`src/rtl/mem_axi_data_if_pkg.sv`:
```
// Shared definitions for the MEM-stage data-side AXI master.
//   MEM_SIZE_*      : access size codes carried from the EX/MEM register
//   AXI_ID_DEFAULT  : default ID for arid/awid/wid
//   AXI_BURST_INCR  : burst type driven on arburst/awburst
//   state_e         : bus FSM states
package mem_axi_data_if_pkg;

    localparam logic [1:0] MEM_SIZE_B = 2'b00;
    localparam logic [1:0] MEM_SIZE_H = 2'b01;
    localparam logic [1:0] MEM_SIZE_W = 2'b10;

    localparam logic [3:0] AXI_ID_DEFAULT = 4'h1;
    localparam logic [1:0] AXI_BURST_INCR = 2'b01;

    typedef enum logic [2:0] {
        ST_IDLE    = 3'd0,
        ST_RD_ADDR = 3'd1,
        ST_RD_DATA = 3'd2,
        ST_WR_REQ  = 3'd3,
        ST_WR_RESP = 3'd4,
        ST_DONE    = 3'd5
    } state_e;

endpackage

```
`src/rtl/mem_axi_data_if_align.sv`:
```
// Combinational data formatting for the MEM-stage bus master.
//   size_i    : access size (byte/half/word)
//   sign_i    : sign-extend narrow loads
//   off_i     : byte offset, addr[1:0]
//   st_data_i : right-justified store data
//   rd_data_i : raw AXI read data
//   wstrb_o   : byte strobes for the W channel
//   wdata_o   : store data replicated onto every lane
//   ld_data_o : selected lane, zero- or sign-extended
module mem_axi_data_if_align
    import mem_axi_data_if_pkg::*;
(
    input  logic [1:0]  size_i,
    input  logic        sign_i,
    input  logic [1:0]  off_i,
    input  logic [31:0] st_data_i,
    input  logic [31:0] rd_data_i,
    output logic [3:0]  wstrb_o,
    output logic [31:0] wdata_o,
    output logic [31:0] ld_data_o
);

    // Requested lane shifted down to bit 0; for words the offset is 0.
    logic [31:0] lane;
    assign lane = rd_data_i >> {off_i, 3'b000};

    always_comb begin
        wstrb_o   = 4'b1111;
        wdata_o   = st_data_i;
        ld_data_o = lane;
        case (size_i)
            MEM_SIZE_B: begin
                wstrb_o   = 4'b0001 << off_i;
                wdata_o   = {4{st_data_i[7:0]}};
                ld_data_o = {{24{sign_i & lane[7]}}, lane[7:0]};
            end
            MEM_SIZE_H: begin
                wstrb_o   = 4'b0011 << off_i;
                wdata_o   = {2{st_data_i[15:0]}};
                ld_data_o = {{16{sign_i & lane[15]}}, lane[15:0]};
            end
            default: ;
        endcase
    end

endmodule

```
`src/rtl/mem_axi_data_if.sv`:
```
// MEM-stage data-side bus master: runs each load/store from EX/MEM as a
// single-beat AXI transaction, stalls the pipeline until it completes and
// returns aligned/extended load data.
// Ports:
//   clk, rst              : clock, synchronous active-high reset
//   exception             : pipeline flush; the current access is discarded
//   mem_req/we/size/sign/addr/wdata : access request from EX/MEM
//   mem_rdata             : registered load result
//   data_stall            : hold the pipeline
//   ar*/r*/aw*/w*/b*      : AXI master channels (len=0, INCR, wlast=1)
// Build option: define DATA_POSTED_WRITE_EN to let stores complete once AW
// and W are accepted, with the B response tracked by pending_b.
module mem_axi_data_if
    import mem_axi_data_if_pkg::*;
#(
    parameter logic [3:0] AXI_ID = AXI_ID_DEFAULT,
    parameter int         ADDR_W = 32
) (
    input  logic              clk,
    input  logic              rst,
    input  logic              exception,
    input  logic              mem_req,
    input  logic              mem_we,
    input  logic [1:0]        mem_size,
    input  logic              mem_sign,
    input  logic [ADDR_W-1:0] mem_addr,
    input  logic [31:0]       mem_wdata,
    output logic [31:0]       mem_rdata,
    output logic              data_stall,
    output logic [3:0]        arid,
    output logic [ADDR_W-1:0] araddr,
    output logic [7:0]        arlen,
    output logic [2:0]        arsize,
    output logic [1:0]        arburst,
    output logic              arvalid,
    input  logic              arready,
    input  logic [31:0]       rdata,
    input  logic              rvalid,
    output logic              rready,
    output logic [3:0]        awid,
    output logic [ADDR_W-1:0] awaddr,
    output logic [7:0]        awlen,
    output logic [2:0]        awsize,
    output logic [1:0]        awburst,
    output logic              awvalid,
    input  logic              awready,
    output logic [3:0]        wid,
    output logic [31:0]       wdata,
    output logic [3:0]        wstrb,
    output logic              wlast,
    output logic              wvalid,
    input  logic              wready,
    input  logic              bvalid,
    output logic              bready
);

    state_e              state_q, state_d;
    logic [ADDR_W-1:0]   addr_q, addr_d;
    logic [1:0]          size_q, size_d;
    logic                sign_q, sign_d;
    logic [31:0]         st_data_q, st_data_d;
    logic [31:0]         rdata_q, rdata_d;
    logic                aw_done_q, aw_done_d;
    logic                w_done_q, w_done_d;
    logic                drop_q, drop_d;

    logic                req_live;
    logic                issue_ok;
    logic                dropping;
    logic                busy;
    logic [31:0]         ld_data;
    logic [3:0]          fmt_wstrb;
    logic [31:0]         fmt_wdata;

    mem_axi_data_if_align u_align (
        .size_i    (size_q),
        .sign_i    (sign_q),
        .off_i     (addr_q[1:0]),
        .st_data_i (st_data_q),
        .rd_data_i (rdata),
        .wstrb_o   (fmt_wstrb),
        .wdata_o   (fmt_wdata),
        .ld_data_o (ld_data)
    );

    // Fixed single-beat transaction attributes.
    assign arid    = AXI_ID;
    assign awid    = AXI_ID;
    assign wid     = AXI_ID;
    assign arlen   = 8'd0;
    assign awlen   = 8'd0;
    assign arburst = AXI_BURST_INCR;
    assign awburst = AXI_BURST_INCR;
    assign wlast   = 1'b1;

    // Payload comes straight from the registers captured at issue, so it
    // cannot move while a valid is up.
    assign araddr  = addr_q;
    assign awaddr  = addr_q;
    assign arsize  = {1'b0, size_q};
    assign awsize  = {1'b0, size_q};
    assign wdata   = fmt_wdata;
    assign wstrb   = fmt_wstrb;
    assign mem_rdata = rdata_q;

    assign arvalid = (state_q == ST_RD_ADDR);
    assign rready  = (state_q == ST_RD_DATA);
    assign awvalid = (state_q == ST_WR_REQ) && !aw_done_q;
    assign wvalid  = (state_q == ST_WR_REQ) && !w_done_q;

    assign req_live = mem_req && !exception;
    // A flush seen at any point of a transaction (including the cycle of the
    // final handshake) discards its result.
    assign dropping = drop_q || exception;
    assign busy     = (state_q == ST_RD_ADDR) || (state_q == ST_RD_DATA) ||
                      (state_q == ST_WR_REQ)  || (state_q == ST_WR_RESP);
    assign data_stall = ((state_q == ST_IDLE) && req_live) || busy;

`ifdef DATA_POSTED_WRITE_EN
    logic pending_b_q, pending_b_d;
    // A new access waits in IDLE (stalled) while a posted B is outstanding.
    assign issue_ok = req_live && !pending_b_q;
    assign bready   = pending_b_q;
`else
    assign issue_ok = req_live;
    assign bready   = (state_q == ST_WR_RESP);
`endif

    always_comb begin
        state_d   = state_q;
        addr_d    = addr_q;
        size_d    = size_q;
        sign_d    = sign_q;
        st_data_d = st_data_q;
        rdata_d   = rdata_q;
        aw_done_d = aw_done_q;
        w_done_d  = w_done_q;
        drop_d    = drop_q;
`ifdef DATA_POSTED_WRITE_EN
        pending_b_d = pending_b_q && !bvalid;
`endif
        case (state_q)
            ST_IDLE: begin
                drop_d = 1'b0;
                if (issue_ok) begin
                    addr_d    = mem_addr;
                    size_d    = mem_size;
                    sign_d    = mem_sign;
                    st_data_d = mem_wdata;
                    aw_done_d = 1'b0;
                    w_done_d  = 1'b0;
                    state_d   = mem_we ? ST_WR_REQ : ST_RD_ADDR;
                end
            end
            ST_RD_ADDR: begin
                drop_d = dropping;
                if (arready) begin
                    state_d = ST_RD_DATA;
                end
            end
            ST_RD_DATA: begin
                drop_d = dropping;
                if (rvalid) begin
                    drop_d = 1'b0;
                    if (dropping) begin
                        state_d = ST_IDLE;
                    end else begin
                        rdata_d = ld_data;
                        state_d = ST_DONE;
                    end
                end
            end
            ST_WR_REQ: begin
                drop_d    = dropping;
                aw_done_d = aw_done_q || (awvalid && awready);
                w_done_d  = w_done_q  || (wvalid && wready);
                if (aw_done_d && w_done_d) begin
`ifdef DATA_POSTED_WRITE_EN
                    pending_b_d = 1'b1;
                    drop_d      = 1'b0;
                    state_d     = dropping ? ST_IDLE : ST_DONE;
`else
                    state_d = ST_WR_RESP;
`endif
                end
            end
            ST_WR_RESP: begin
                drop_d = dropping;
                if (bvalid) begin
                    drop_d  = 1'b0;
                    state_d = dropping ? ST_IDLE : ST_DONE;
                end
            end
            ST_DONE: begin
                state_d = ST_IDLE;
            end
            default: begin
                state_d = ST_IDLE;
            end
        endcase
    end

    always_ff @(posedge clk) begin
        if (rst) begin
            state_q   <= ST_IDLE;
            addr_q    <= '0;
            size_q    <= MEM_SIZE_W;
            sign_q    <= 1'b0;
            st_data_q <= '0;
            rdata_q   <= '0;
            aw_done_q <= 1'b0;
            w_done_q  <= 1'b0;
            drop_q    <= 1'b0;
        end else begin
            state_q   <= state_d;
            addr_q    <= addr_d;
            size_q    <= size_d;
            sign_q    <= sign_d;
            st_data_q <= st_data_d;
            rdata_q   <= rdata_d;
            aw_done_q <= aw_done_d;
            w_done_q  <= w_done_d;
            drop_q    <= drop_d;
        end
    end

`ifdef DATA_POSTED_WRITE_EN
    always_ff @(posedge clk) begin
        if (rst) begin
            pending_b_q <= 1'b0;
        end else begin
            pending_b_q <= pending_b_d;
        end
    end
`endif

endmodule

```
`config.mk`:
```
export PLATFORM = sky130hd
export DESIGN_NAME = mem_axi_data_if
export DESIGN_NICKNAME = d
export VERILOG_FILES = /design/src/rtl/mem_axi_data_if_pkg.sv /design/src/rtl/mem_axi_data_if_align.sv /design/src/rtl/mem_axi_data_if.sv
export SDC_FILE = /design/constraint.sdc
export NUM_CORES = 1
export LEC_CHECK = 0
export ABC_AREA = 1
export ABC_CLOCK_PERIOD_IN_PS = 2100
export BUFFER_PORTS_ARGS = -buffer_cell sky130_fd_sc_hd__buf_2
export CAP_MARGIN = 5
export CORE_MARGIN = 1.5
export CORE_UTILIZATION = 46
export DETAILED_ROUTE_END_ITERATION = 12
export GPL_TIMING_DRIVEN = 0
export PLACE_DENSITY = 0.81
export RECOVER_POWER = 25
export REMOVE_ABC_BUFFERS = 1
export SETUP_SLACK_MARGIN = 0.15
export SYNTH_ARGS = -nofsm -noshare
export SYNTH_HDL_FRONTEND = slang
export SYNTH_HIERARCHICAL = 1
export SYNTH_SLANG_ARGS = --single-unit
```
`constraint.sdc`:
```
create_clock -name clk -period 2.1 [get_ports clk]
set_clock_uncertainty 0.2 [all_clocks]
set_input_delay 0.42 -clock clk [delete_from_list [all_inputs] [get_ports clk]]
set_output_delay 0.42 -clock clk [all_outputs]
set_load 0.02 [all_outputs]
```
==> reports/summary.md <==
For the worst-skew pair, the clock arrives at the later sink with an insertion delay of 0.34 ns. The number of input and output port buffers inserted was 250. The fraction of final layout cells sized beyond drive strength 1 was 0.325. The clock drives 105 sinks. Among cell families on the critical path, the largest total delay comes from flip-flops.

The fraction of the cycle the final worst path needs came out at 0.956. Path category of the worst min-delay check: input port to flip-flop. In this run the number of H-tree levels came out at 3.

The proportion of power drawn by the clock network came out at 0.209. The post-synthesis register bit count was 105; the total cell area at the placement stage was 6400 um^2. The final wirelength came out at 17.8 mm. The number of global-route vias before repair came out at 5050. For this design the ratio of total power to cell area is 1100 nW/um^2. The total routing usage reported by global routing is 0.250.

Entering global routing, the biggest net connects 105 pins. For the post-synthesis instance total, the log shows 826. The routability congestion estimate from global placement was 0.804.

The final count of pins violating max slew came out at 0. The final route contains 6024 vias. The critical path in this run is classified as flip-flop to primary output.

The synthesized area per cell is 6.88 um^2, and the count of hold-fix buffers inserted at cts is 0. For this run, the leading register cell type out of synthesis is sky130_fd_sc_hd__dfxtp_1. The routed design uses 9.30 mm of met2 wire. The transition at the pin with the smallest max-transition slack came out at 0.903 ns.

Yosys printed 6 warnings. The run gives 0.370 as the sequential cell area fraction in the yosys report. The pre-antenna-repair detailed-routing pass consisted of 6 iterations. The data arrival time of the worst path is 1.39 ns. The post-synthesis async set-or-reset flop share is 0, and the number of endpoints with negative hold slack in the final report is 0.

The count of buffering cells on the critical path with inverters included was 2. The cell leakage power is 3.61 nW. The multi-input combinational cells in the finished layout cover a total of 2990 um^2.

The total routed wire length on the met1 layer is 7.03 mm, and the switching share of total power is 0.429. The run gives 1139 as the layout net count. The combinational group share of total power was 0.455.

For the effective utilization at floorplan, the log shows 0.473. For the synthesized cell area, the log shows 5690 um^2. Across the run, the number of max-cap violations was 0. The number of clock buffers added by TritonCTS is 9. Synthesis-to-layout area growth: 29.7%. The cell-internal power was 4.61 mW. The run gives 40 as the number of rows in the core area. The final cell utilization of the core is 0.614. In the layout the commonest cells are 184 x sky130_fd_sc_hd__nor2_1, 169 x sky130_fd_sc_hd__buf_2, 116 x sky130_fd_sc_hd__nand2_1, 98 x sky130_fd_sc_hd__dfxtp_1, 81 x sky130_fd_sc_hd__o21ai_0. The number of filler instances in the final layout was 1156; the delay of the slowest cell on the worst path was 0.42 ns. After layout, the worst setup slack is 0.0924 ns. Based on the critical path, the design can be clocked at up to 498 MHz. Setup repair after global routing could not meet its margin everywhere.

The die is 114 um wide. The worst path in the final design needs a cycle of 2.01 ns, including I/O delays and setup. The number of antenna diodes in the final layout is 0. The first global-routing pass estimated 25.7 mm of wire.

The required time at the endpoint of the critical path is 1.48 ns. The signal on the critical path passes through buf_12, nand2_8, o211ai_1, buf_4. In this run the power spent charging and discharging nets is 3.46 mW.

STA classifies the critical path endpoint as a primary output. The worst hold slack is 0.0752 ns. TritonCTS built the clock tree. The average wire length per cell after detail routing works out to 15.1 um. Master cell of the clock root buffer: sky130_fd_sc_hd__clkbuf_16. Pin placement for this block handled 286 I/O pins. The top routing layer in use was met4. The kind of start point of the critical path is a flip-flop.

In the routed design, unresolved DRC markers number 0. Using the TritonRoute via totals, the vias-per-cell ratio works out to 5.10. For the core outline area, the log shows 12000 um^2. The tools report the initial antenna violation count as 0.

For the cell count after placement, the log shows 1129. The sequential fraction of design power was 0.336. Counting distinct cell types in the post-synthesis netlist gives 29. The overall die height is 114 um, and the deepest clock path buffer count is 2. After clock tree synthesis, the clock-pin slew on the worst setup and hold paths is 0.07 ns. For the number of standard cells in the layout, taps in and fillers out, the log shows 1182. For the maximum vdd ir drop, the log shows 0.525 mV.

On the critical path, the stage with the largest delay is an instance of sky130_fd_sc_hd__dfxtp_4. Leaving out fill and tap cells, the most frequent cell in the layout is sky130_fd_sc_hd__nor2_1. The flip-flop and latch area was 2130 um^2. The count of flip-flops with a built-in enable after synthesis is 0, and the area of all placed cells without fillers is 7370 um^2. The maximum fanout along the worst path is 5, and the sum of met3 wire segment lengths after detailed routing is 1.14 mm.

The run gives 0.398 as the worst slew slack as a fraction of its limit. The flow ran to the end, and the final reports show no timing, DRC or antenna violations. The detail route stage leaves a number of antenna-violating nets equal to 0. The placed wire-length estimate after detailed placement is 10.2 mm, and the setup violation total in the final timing report is 0. After global routing the overflow that remains totals 0. The number of DRC markers in iteration 0 was 518; the die area was 13000 um^2. At the placement stage, the worst setup path has a slack of -1.37 ns.
==> area by class of cell <==
type,count,area share
sequential,105,0.289
clock inverter,5,0.00763
timing repair buffer,281,0.218
tap,147,0.0249
multi-input combinational,599,0.405
clock buffer,11,0.0316
inverter,34,0.0243
==> per-layer routing <==
layer  up-vias  GRT usage
met5         -          0
li1       2946          -
met2       290      0.458
met1      2759      0.304
met4         0     0.0758
met3        29     0.0344
==> worst reg2reg max path, stage by stage, from the launching register on <==
cell and delay (ns):
sky130_fd_sc_hd__dfxtp_4 0.53, sky130_fd_sc_hd__inv_8 0.15, sky130_fd_sc_hd__nand2_1 0.14, sky130_fd_sc_hd__nand3_2 0.24
sky130_fd_sc_hd__nand3_4 0.24, sky130_fd_sc_hd__nand2_1 0.13, sky130_fd_sc_hd__nor2_2 0.12, sky130_fd_sc_hd__nor2_1 0.05
==> stage by stage <==
stage | power (mW) | setup TNS (ns)
finish | 8.08 | 0
global placement | 5.69 | -144.33
detailed placement | 5.74 | -128.23
global route | 8.55 | 0
floorplan | 4.72 | -37.00
CTS | 7.88 | 0
==> what timing repair did <==
item	4_1_cts	5_1_grt
pin swaps	18	14
cloned	4	4
endpoints found under the setup margin	139	82
setup buffers	21	8
resized for setup	82	44
hold endpoints to repair	0	0
==> power by group through the flow <==
stage               combinational, mW  clock [mW]  sequential [mW]
floorplan                        1.59           0             3.13
global placement                 2.95           0             2.73
detailed placement               3.00           0             2.75
CTS                              3.48        1.72             2.69
global route                     3.99        1.80             2.75
finish                           3.68        1.69             2.71
==> sequential cells by signal, indices dropped and copies added (netlist names) <==
name	cells
araddr	32
mem_rdata	32
st_data_q	32
state_q	3
size_q	2
aw_done_q	1
drop_q	1
sign_q	1
w_done_q	1
==> synth_stat cells, types with 10 or more instances <==
library cell,count,area share
sky130_fd_sc_hd__buf_2,15,0.013
sky130_fd_sc_hd__o21ai_0,91,0.080
sky130_fd_sc_hd__buf_6,10,0.020
sky130_fd_sc_hd__inv_1,27,0.018
sky130_fd_sc_hd__a21oi_1,18,0.016
sky130_fd_sc_hd__nand3_1,33,0.029
sky130_fd_sc_hd__buf_4,81,0.11
sky130_fd_sc_hd__o21ai_1,32,0.028
sky130_fd_sc_hd__nand3_2,13,0.023
sky130_fd_sc_hd__dfxtp_1,105,0.37
sky130_fd_sc_hd__nor2_1,189,0.12
sky130_fd_sc_hd__nor2_2,33,0.036
sky130_fd_sc_hd__clkbuf_1,22,0.015
sky130_fd_sc_hd__nand2_1,126,0.083
==> cells by family after synthesis <==
logic type      Yosys count  synth area share
buf+inv                 162             0.178
simple gates            404             0.311
other cells               2           0.00132
compound gates          153             0.140
flops                   105             0.370
==> worst paths after layout <==
kind | to | slack [ns] | cells past startpoint | start
min reg2reg | st_data_q[14] | 0.28 | 2 | st_data_q[14]
max reg2reg | mem_rdata[13] | 0.21 | 7 | araddr[0]
max | wdata[30] | 0.09 | 4 | size_q[0]
min | size_q[1] | 0.08 | 3 | mem_size[1]
Note: power is estimated with default switching activity, not from simulation.
